--- config.mk ---
export PLATFORM = sky130hd
export DESIGN_NAME = handshake_cond_br_cfifo
export DESIGN_NICKNAME = d
export VERILOG_FILES = /design/src/rtl/handshake_cond_br_cfifo_pkg.sv /design/src/rtl/handshake_cond_br_cfifo_cond_fifo.sv /design/src/rtl/handshake_cond_br_cfifo.sv
export SDC_FILE = /design/constraint.sdc
export NUM_CORES = 1
export LEC_CHECK = 0
export CORE_MARGIN = 2
export CORE_UTILIZATION = 30
export CTS_CLUSTER_DIAMETER = 120
export DETAILED_ROUTE_END_ITERATION = 8
export PLACE_DENSITY = 0.77
export SLEW_MARGIN = 15
export SYNTH_ARGS = -nofsm -noshare
export SYNTH_HDL_FRONTEND = slang
export SYNTH_SLANG_ARGS = --single-unit
--- constraint.sdc ---
create_clock -name clk -period 7.96 [get_ports clk]
set_input_delay 0.796 -clock clk [delete_from_list [all_inputs] [get_ports clk]]
set_output_delay 0.796 -clock clk [all_outputs]
set_load 0.02 [all_outputs]
--- src/rtl/handshake_cond_br_cfifo_pkg.sv ---
// Shared helpers for the conditional branch with condition FIFO:
// sizing functions and handshake-stability assertion macro.
package handshake_cond_br_cfifo_pkg;

   function automatic int clog2(input int v);
      int r;
      r = 0;
      while ((1 << r) < v) r++;
      return r;
   endfunction

   function automatic bit depth_ok(input int d);
      return (d >= 2) && ((d & (d - 1)) == 0);
   endfunction

endpackage

// Producer must hold valid and payload stable until ready is seen.
`ifndef HS_HOLD
`define HS_HOLD(clk_, rst_, v_, r_, d_) \
   assert property (@(posedge clk_) disable iff (rst_) \
      ((v_) && !(r_)) |=> ((v_) && $stable(d_)))
`endif

--- src/rtl/handshake_cond_br_cfifo_cond_fifo.sv ---
// 1-bit synchronous condition FIFO with registered empty/full flags;
// a pushed bit reaches the head one cycle later, never combinationally.
module cond_fifo_1b
   import handshake_cond_br_cfifo_pkg::*;
#(
   parameter int DEPTH = 4
) (
   input  logic clk,
   input  logic rst,
   input  logic ins,
   input  logic ins_valid,
   output logic ins_ready,
   output logic outs,
   output logic outs_valid,
   input  logic outs_ready
);

   localparam int AW = clog2(DEPTH);
   localparam int CW = AW + 1;
   localparam logic [CW-1:0] FULL_CNT = CW'(DEPTH);

   if (!depth_ok(DEPTH)) begin : g_bad_depth
      $error("cond_fifo_1b: DEPTH must be a power of two >= 2");
   end

   logic [DEPTH-1:0] r_mem;
   logic [AW-1:0]    r_wr_ptr;
   logic [AW-1:0]    r_rd_ptr;
   logic [CW-1:0]    r_count;
   logic             r_empty;
   logic             r_full;

   logic             w_push;
   logic             w_pop;
   logic [CW-1:0]    w_count_nxt;

   // Full blocks a push even when a pop frees a slot this cycle.
   assign ins_ready  = ~rst & ~r_full;
   assign outs_valid = ~r_empty;
   assign outs       = r_mem[r_rd_ptr];

   assign w_push = ins_valid & ins_ready;
   assign w_pop  = outs_valid & outs_ready;

   always_comb begin
      w_count_nxt = r_count;
      unique case ({w_push, w_pop})
         2'b10:   w_count_nxt = r_count + 1'b1;
         2'b01:   w_count_nxt = r_count - 1'b1;
         default: w_count_nxt = r_count;
      endcase
   end

   always_ff @(posedge clk) begin
      if (rst) begin
         r_wr_ptr <= '0;
         r_rd_ptr <= '0;
         r_count  <= '0;
         r_empty  <= 1'b1;
         r_full   <= 1'b0;
      end else begin
         if (w_push) begin
            r_mem[r_wr_ptr] <= ins;
            r_wr_ptr        <= r_wr_ptr + 1'b1;
         end
         if (w_pop) begin
            r_rd_ptr <= r_rd_ptr + 1'b1;
         end
         r_count <= w_count_nxt;
         r_empty <= (w_count_nxt == '0);
         r_full  <= (w_count_nxt == FULL_CNT);
      end
   end

   a_count_bound : assert property (
      @(posedge clk) disable iff (rst) r_count <= FULL_CNT);

   a_flags : assert property (
      @(posedge clk) disable iff (rst)
      (r_empty == (r_count == '0)) && (r_full == (r_count == FULL_CNT)));

endmodule

--- src/rtl/handshake_cond_br_cfifo.sv ---
// Conditional branch: steers each data token to trueOut or falseOut
// by the oldest buffered compare result.
module handshake_cond_br_cfifo
   import handshake_cond_br_cfifo_pkg::*;
#(
   parameter int DATA_TYPE = 32,
   parameter int DEPTH     = 4
) (
   input  logic                 clk,
   input  logic                 rst,
   input  logic                 condition,
   input  logic                 condition_valid,
   output logic                 condition_ready,
   input  logic [DATA_TYPE-1:0] data,
   input  logic                 data_valid,
   output logic                 data_ready,
   output logic [DATA_TYPE-1:0] trueOut,
   output logic                 trueOut_valid,
   input  logic                 trueOut_ready,
   output logic [DATA_TYPE-1:0] falseOut,
   output logic                 falseOut_valid,
   input  logic                 falseOut_ready
);

   logic w_head;
   logic w_head_valid;
   logic w_nonempty;
   logic w_take;
   logic w_sel_ready;

   cond_fifo_1b #(
      .DEPTH(DEPTH)
   ) u_fifo (
      .clk        (clk),
      .rst        (rst),
      .ins        (condition),
      .ins_valid  (condition_valid),
      .ins_ready  (condition_ready),
      .outs       (w_head),
      .outs_valid (w_head_valid),
      .outs_ready (data_ready)
   );

   // Stale entries must not leak out during the reset cycle.
   assign w_nonempty = ~rst & w_head_valid;
   assign w_take     = w_nonempty & data_valid;

   assign trueOut_valid  = w_take &  w_head;
   assign falseOut_valid = w_take & ~w_head;

   assign w_sel_ready = w_head ? trueOut_ready : falseOut_ready;
   assign data_ready  = w_take & w_sel_ready;

   assign trueOut  = data;
   assign falseOut = data;

   a_cond_hold : `HS_HOLD(clk, rst, condition_valid, condition_ready, condition);
   a_data_hold : `HS_HOLD(clk, rst, data_valid, data_ready, data);

   a_one_hot : assert property (
      @(posedge clk) !(trueOut_valid && falseOut_valid));

endmodule

==> impl_results.md, run 1 <==
* Result of the run: finished clean
* Synth async-reset ratio at 0%
* Met3 wire len at about 150 µm
* First-pass GRT wire length at ~2400 µm
* Clock tree from TritonCTS: done
* Die outline width at 68.5 µm
* Total number of yosys warnings at 0
* Top routing layer used: met4
* Post-route cell area at approximately 960 µm²
* Initial antenna violation count at 0
* Type of the worst setup path: in -> out
* Class of the tightest hold or removal check: reg -> reg
* Worst setup skew after layout at approximately 0.002 ns
* # clock sinks at 13
* Post-CTS setup buffers at 0
* Worst R2R End: u_fifo.r_full
* Clock latency at the later pin of the worst-skew pair at between 0.2 and 0.25 ns
* Pin count of the biggest net entering global routing at 14
* DR vias/cell at between 4 and 5
* Worst setup EP type: primary output
* Port-buffer cells at 10
* Kind of cell adding the most delay to the critical path: buffers and inverters
* Global-route total usage across every layer at between 7 and 8%
* Setup slack after placement at between 4 and 5 ns
* Cell type of the slowest stage on the worst timing path: sky130_fd_sc_hd__clkdlybuf4s50_1
* Mean area per synthesized cell at slightly above 9 µm²
* Die Height at 68.5 µm
* CTS Buffer Depth at 2
* Post-synthesis sequential area ratio at 24.1%
* Leakage at ~0.33 nW
* Maximum fanout along the worst path at 13
* Worst stage delay on the critical path at between 0.6 and 0.7 ns
* Cell Rows at 23
* Remaining max-slew budget at the tightest pin at between 60% and 70%
* Length of routed met2 wiring at between 600 and 700 µm
* Worst reg2reg setup slack at ~5.2 ns
* Total wire length at between 1000 and 1500 µm
* Number of buffers created by CTS at 3
* Die area at between 0.004 and 0.005 mm²
* Final setup fails at 0
* Setup repair after global routing missed its margin: no
* FF+latch count, synth at 13
* Layout-stage area growth over the synthesis result at -23.2%
* Worst Hold Endpoint: u_fifo.r_count[1]
* Peak VDD IR at between 40 and 50 µV
* Root Buffer Master: sky130_fd_sc_hd__clkbuf_8
* Diodes inserted at 0
* Initial Utilization at a little under a third
* Data arrival, critical path at 2.59 ns
* Cell count of the worst reg-to-reg path at 9
* CTS hold repair buffers at 0
* Top library cells by usage in the layout, fill and taps aside: 10 x sky130_fd_sc_hd__clkdlybuf4s50_1, 9 x sky130_fd_sc_hd__dfxtp_1, 7 x sky130_fd_sc_hd__inv_1, 6 x sky130_fd_sc_hd__mux2i_1, 6 x sky130_fd_sc_hd__nor2_1
* Total count of max-transition violations in the final report at 0
* Pwr dens at around 170 mW/mm²
* Total via count in the routed design at between 500 and 600
* Prevailing post-synth register cell: sky130_fd_sc_hd__dfxtp_1
* Post-route ant nets at 0
* Slew at the pin with the worst max-slew slack at around 0.50 ns
* Placed inst area at 912 µm²
* DR pass1 iterations at 4
* Final Critical Period at 3.38 ns
* Max-capacitance violation count at 0
* Syn Inst Count at between 100 and 150
* Worst hold stages at 2
* Drt first-iter violations at 27
* Final count of hold timing violations at 0
* Routed wirelength normalized by instance count at around 11 µm
* Number of enable-type register cells in the synthesized netlist at 4
* Most used cell, CP: sky130_fd_sc_hd__clkdlybuf4s50_1
* Highest attainable clock frequency at approximately 300 MHz
* Number of placed I/O pins at 107
* Final weighted congestion of routability-driven global placement at about 0.8
* DRC violation count after routing at 0
* Vias in the first global route at between 500 and 600
* Fin worst setup slack at about 4.6 ns
* Post-cts sizing count at 0
* Startpoint of the worst hold path: u_fifo.r_count[1]
* Post-Syn Area at between 0.001 and 0.0015 mm²
* Count of buffering cells on the critical path with inverters included at 3
* Most frequent standard cell in the layout excluding fill and tap cells: sky130_fd_sc_hd__clkdlybuf4s50_1
* Critical path startpoint category: input pin
* Total congestion overflow after global routing at 0
* Std-Cell Core Area at between 0.004 and 0.005 mm²
* Cell chain of the critical path: clkdlybuf4s50_1, inv_1, nand3b_1, nor2b_1, clkdlybuf4s50_1
* CP required at 7.16 ns
* Routed length on met1 at about 600 µm
* Final TNS setup at 0 ns
* Total number of nets in the final design at between 100 and 150
* Number of unique standard cell types used by synthesis at 31
* Proportion of layout cells with a drive suffix above 1 at a little under 6%
* Register clock-pin slew on the reported worst setup and hold paths at roughly 0.050 ns
* CTS HTree Levels at 1
* Final period util at between 40 and 50%
* Source of the worst register-to-register timing path: u_fifo.r_rd_ptr[0]
* Number of nets in the synthesized netlist at 181
[synth_stat cells, types with 2 or more instances]
cell / n / area (µm²)
sky130_fd_sc_hd__inv_1: 7 / 26.3
sky130_fd_sc_hd__ha_1: 5 / 62.6
sky130_fd_sc_hd__nor2b_1: 2 / 12.5
sky130_fd_sc_hd__nor2_1: 6 / 22.5
sky130_fd_sc_hd__o31ai_1: 2 / 15.0
sky130_fd_sc_hd__dfxtp_1: 9 / 180
sky130_fd_sc_hd__a21oi_1: 2 / 10.0
sky130_fd_sc_hd__mux2i_1: 6 / 60.1
sky130_fd_sc_hd__and2_1: 4 / 25.0
sky130_fd_sc_hd__edfxtp_1: 4 / 120
sky130_fd_sc_hd__nand3b_1: 3 / 22.5
sky130_fd_sc_hd__nand2_1: 2 / 7.51
sky130_fd_sc_hd__buf_4: 64 / 480
sky130_fd_sc_hd__a211oi_1: 2 / 15.0
sky130_fd_sc_hd__xor2_1: 2 / 17.5
[through the flow]
stage          util [%]  std cells  hold WS, ns  power [W]
2_1_floorplan         -        136        0.482   0.000142
3_3_place_gp       22.8        130        0.530   0.000104
3_5_place_dp       22.8        130        0.522   0.000104
4_1_cts            23.9        134        0.532   0.000164
5_1_grt            23.9        134        0.583   0.000172
6_report           23.9        134        0.530   0.000162
[how the worst max path moves through the flow]
| stage | startpoint | to | slack (ns) | depth (start not counted) |
|---|---|---|---|---|
| 2_1_floorplan | rst | u_fifo.r_empty | 5.42 | 9 |
| 3_3_place_gp | rst | u_fifo.r_full | 4.54 | 10 |
| 3_5_place_dp | rst | u_fifo.r_empty | 4.49 | 10 |
| 4_1_cts | rst | trueOut_valid | 4.55 | 5 |
| 5_1_grt | rst | trueOut_valid | 4.43 | 5 |
| 6_report | rst | trueOut_valid | 4.58 | 5 |
[worst min-delay path, stage by stage (launching register included)]
cell and delay [ns]:
sky130_fd_sc_hd__dfxtp_1 0.30, sky130_fd_sc_hd__inv_1 0.09, sky130_fd_sc_hd__a211oi_1 0.08
[kinds of logic (layout without fill, tap and decap cells)]
family / Yosys count / count (layout) / synth area share (%)
mux: 7 / 7 / 6.63
xor+xnor: 3 / 3 / 2.11
fa+ha+maj: 6 / 6 / 6.63
compound gates: 11 / 11 / 6.32
flops: 13 / 13 / 24.1
buf+inv: 73 / 21 / 42.0
simple gates: 23 / 23 / 12.2
[power by group]
group	internal, W	switching, W	total [W]
Sequential	0.0000724	0.00000351	0.0000760
Clock	0.0000354	0.0000234	0.0000588
Combinational	0.0000138	0.0000130	0.0000268
[state kept, by name (all words and copies together) (netlist names)]
| signal | count |
|---|---|
| u_fifo.r_mem | 4 |
| u_fifo.r_count | 3 |
| u_fifo.r_full | 1 |
| u_fifo.r_rd_ptr | 2 |
| u_fifo.r_wr_ptr | 2 |
| u_fifo.r_empty | 1 |
[area by class of cell]
type | count | area, µm²
fillers | 421 | 3040
repair buffers | 10 | 100
multi-input cells | 50 | 423
flip-flops and latches | 13 | 300
well taps | 50 | 62.6
inverters | 7 | 26.3
clock buffers | 4 | 45.0
[metal layers]
layer  track usage [%]  vias up
met2              10.1       14
li1                  -      280
met1              7.97      247
met3              4.11        7
met5                 0        -
met4              6.50        0
Power figures use the tool's default switching activity.
==> inputs of run 2 (changes only) <==
CORE_UTILIZATION = 29   (was 30)
clock period = 2.8 ns   (was 7.96 ns; I/O delays follow)
==> impl_results.md, run 2 (synthesis gave the netlist of run 1 again) <==
* Register ranked first by flip-flop count: u_fifo.r_mem (unchanged)
* Number of placed I/O pins at 107 (unchanged)
* Pwr dens at 456 mW/mm² (was 169 mW/mm²)
* Final Critical Period at around 2.7 ns
* Smallest hold slack at 0.535 ns (was 0.530 ns)
* Max-capacitance violation count at 0 (unchanged)
* Class of the tightest hold or removal check: reg -> reg (unchanged)
* Routed wirelength normalized by instance count at 11.4 µm (was 10.7 µm)
* CP required at 2.94 ns (was 7.16 ns)
* # clock sinks at 13 (unchanged)
* Total congestion overflow after global routing at 0 (unchanged)
* Leakage at 0.369 nW (was 0.334 nW)
* Final TNS setup at 0 ns (unchanged)
* Most frequent standard cell in the layout excluding fill and tap cells: sky130_fd_sc_hd__clkdlybuf4s50_1 (unchanged)
* Worst setup skew after layout at 0.00242 ns (was 0.00202 ns)
* Flip-flop count of the largest register after layout at 4 (unchanged)
* Diodes inserted at 0 (unchanged)
* Global-route total usage across every layer at 7.19% (was 7.35%)
* Final count of hold timing violations at 0 (unchanged)
* Die area at 0.00484 mm² (was 0.00469 mm²)
* Initial Utilization at 30.7% (was 31.2%)
* Proportion of layout cells with a drive suffix above 1 at 20.9% (was 5.95%)
* Worst reg2reg setup slack at 0.14 ns (was 5.21 ns)
* Switching portion of total power at 24.8% (was 24.7%)
* Register clock-pin slew on the reported worst setup and hold paths at 0.05 ns (about the same)
* Critical path startpoint category: flop (was input pin)
* Seq pwr share at 45.9% (was 47.0%)
* Std-Cell Core Area at 0.00406 mm² (was 0.00400 mm²)
* Fin worst setup slack at 0.142 ns (was 4.58 ns)
* Total number of nets in the final design at 137 (was 130)
* Drt first-iter violations at 34 (was 27)
* Initial antenna violation count at 0 (unchanged)
* CTS HTree Levels at 1 (unchanged)
* Core utilization of the finished layout at 25.4% (was 23.9%)
* Final weighted congestion of routability-driven global placement at 0.751 (was 0.799)
* Count of buffering cells on the critical path with inverters included at 1 (was 3)
* Top library cells by usage in the layout, fill and taps aside: 10 x sky130_fd_sc_hd__clkdlybuf4s50_1, 8 x sky130_fd_sc_hd__dfxtp_1, 7 x sky130_fd_sc_hd__inv_1, 7 x sky130_fd_sc_hd__buf_4 (was 10 x sky130_fd_sc_hd__clkdlybuf4s50_1, 9 x sky130_fd_sc_hd__dfxtp_1, 7 x sky130_fd_sc_hd__inv_1, 6 x sky130_fd_sc_hd__mux2i_1, 6 x sky130_fd_sc_hd__nor2_1)
* Comb pwr share at 18.7% (was 16.6%)
* CTS Buffer Depth at 2 (unchanged)
* CTS hold repair buffers at 0 (unchanged)
* Total via count in the routed design at 577 (was 548)
* Final period util at between 90% and 100%
* Registers with the most flip-flops: u_fifo.r_mem x4, u_fifo.r_count x3 (unchanged)
* Post-route total power at 0.000470 W (was 0.000162 W)
* Slew at the pin with the worst max-slew slack at 0.363 ns (was 0.500 ns)
* Vias in the first global route at 621 (was 560)
* Sw power at 0.000117 W (was 0.0000399 W)
* Highest attainable clock frequency at 376 MHz
* Worst hold stages at 2 (unchanged)
* Area taken by flip-flops and latches at 302 µm² (was 300 µm²)
* Cell Rows at 23 (unchanged)
* Die outline width at 69.6 µm (was 68.5 µm)
* Area taken by multi-input logic gates at 444 µm² (was 423 µm²)
* Maximum fanout along the worst path at 3 (was 13)
* Cell type of the slowest stage on the worst timing path: sky130_fd_sc_hd__mux4_2 (was sky130_fd_sc_hd__clkdlybuf4s50_1)
* Root Buffer Master: sky130_fd_sc_hd__clkbuf_8 (unchanged)
* Type of the worst setup path: reg -> reg (was in -> out)
* Fill count at 424 (was 421)
* Number of buffers created by CTS at 3 (unchanged)
* Proportion of power drawn by the clock network at 35.4% (was 36.4%)
* Peak VDD IR at 107 µV (was 49.1 µV)
* Source of the worst register-to-register timing path: u_fifo.r_mem[3] (was u_fifo.r_rd_ptr[0])
* Worst setup EP type: flop (was primary output)
* Worst R2R End: u_fifo.r_empty (was u_fifo.r_full)
* Total wire length at 1610 µm (was 1440 µm)
* Pin count of the biggest net entering global routing at 13 (was 14)
* DR vias/cell at 4.09 (about the same)
* Startpoint of the worst hold path: u_fifo.r_count[1] (unchanged)
* Worst stage delay on the critical path at 0.53 ns (was 0.66 ns)
* Data arrival, critical path at 2.80 ns (was 2.59 ns)
* Die Height at 69.6 µm (was 68.5 µm)
* DR pass1 iterations at 4 (unchanged)
* First-pass GRT wire length at 2730 µm (was 2380 µm)
* Remaining max-slew budget at the tightest pin at 75.5% (was 66.5%)
* Cell count of the worst reg-to-reg path at 9 (unchanged)
* Final setup fails at 0 (unchanged)
* Layout-stage area growth over the synthesis result at -17.2% (was -23.2%)
* Setup slack after placement at 0.0640 ns (was 4.49 ns)
* DRC violation count after routing at 0 (unchanged)
* Kind of cell adding the most delay to the critical path: multiplexers (was buffers and inverters)
* Port-buffer cells at 10 (unchanged)
* Worst Hold Endpoint: u_fifo.r_count[1] (unchanged)
* Total count of max-transition violations in the final report at 0 (unchanged)
* Result of the run: finished clean (unchanged)
* Dpl hpwl at 1140 µm
* Post-route ant nets at 0 (unchanged)
* Internal Pwr Total at 0.000354 W (was 0.000122 W)
* Clock tree from TritonCTS: done (unchanged)
* Cell chain of the critical path: mux4_2, mux2i_2, nor2_2, ha_2, inv_1, fa_2, xor2_1, or3_4, a31o_1 (was clkdlybuf4s50_1, inv_1, nand3b_1, nor2b_1, clkdlybuf4s50_1)
* Clock latency at the later pin of the worst-skew pair at 0.24 ns (about the same)
## run 2: cell type report
| cell class | count | area share (%) |
|---|---|---|
| well taps | 50 | 6.06 |
| flip-flops and latches | 13 | 29.2 |
| multi-input cells | 50 | 43.0 |
| inverters | 7 | 2.55 |
| repair buffers | 17 | 14.8 |
| clock buffers | 4 | 4.36 |
## run 2: worst min-delay path: stages (launching register included)
cell	delay, ns
sky130_fd_sc_hd__dfxtp_1	0.31
sky130_fd_sc_hd__inv_1	0.09
sky130_fd_sc_hd__a211oi_1	0.08
## run 2: per-stage QoR
stage | area, µm² | cells
detailed placement | 942 | 134
global placement | 942 | 134
CTS | 987 | 138
finish | 1030 | 141
global route | 1030 | 141
floorplan | 1250 | 136
## run 2: worst max-delay path by stage
stage	end	start	cells after the start	slack (ns)
3_3_place_gp	u_fifo.r_full	u_fifo.r_mem[3]	9	0.14
2_1_floorplan	u_fifo.r_empty	u_fifo.r_rd_ptr[0]	9	0.27
4_1_cts	u_fifo.r_full	u_fifo.r_rd_ptr[0]	9	0.04
6_report	u_fifo.r_empty	u_fifo.r_mem[3]	9	0.14
3_5_place_dp	u_fifo.r_full	u_fifo.r_rd_ptr[0]	9	0.06
5_1_grt	u_fifo.r_empty	u_fifo.r_mem[3]	9	-0.004
## run 2: what timing repair did
item	4_1_cts	5_1_grt
resized for setup	0	7
hold endpoints to repair	0	0
setup buffers	0	3
setup endpoints to repair	0	3
## run 2: power groups by stage
stage / Combinational, W / Clock [W] / Sequential (W)
global placement: 0.0000792 / 0 / 0.000219
finish: 0.0000881 / 0.000167 / 0.000216
floorplan: 0.000187 / 0 / 0.000217
global route: 0.000101 / 0.000182 / 0.000217
detailed placement: 0.0000802 / 0 / 0.000220
CTS: 0.0000808 / 0.000174 / 0.000216
## run 2: routing by layer
metal	track usage (%)	part of all wire, %
met1	7.38	41
met2	10.7	47
met3	3.92	8.8
met4	5.88	3.4
met5	0	0
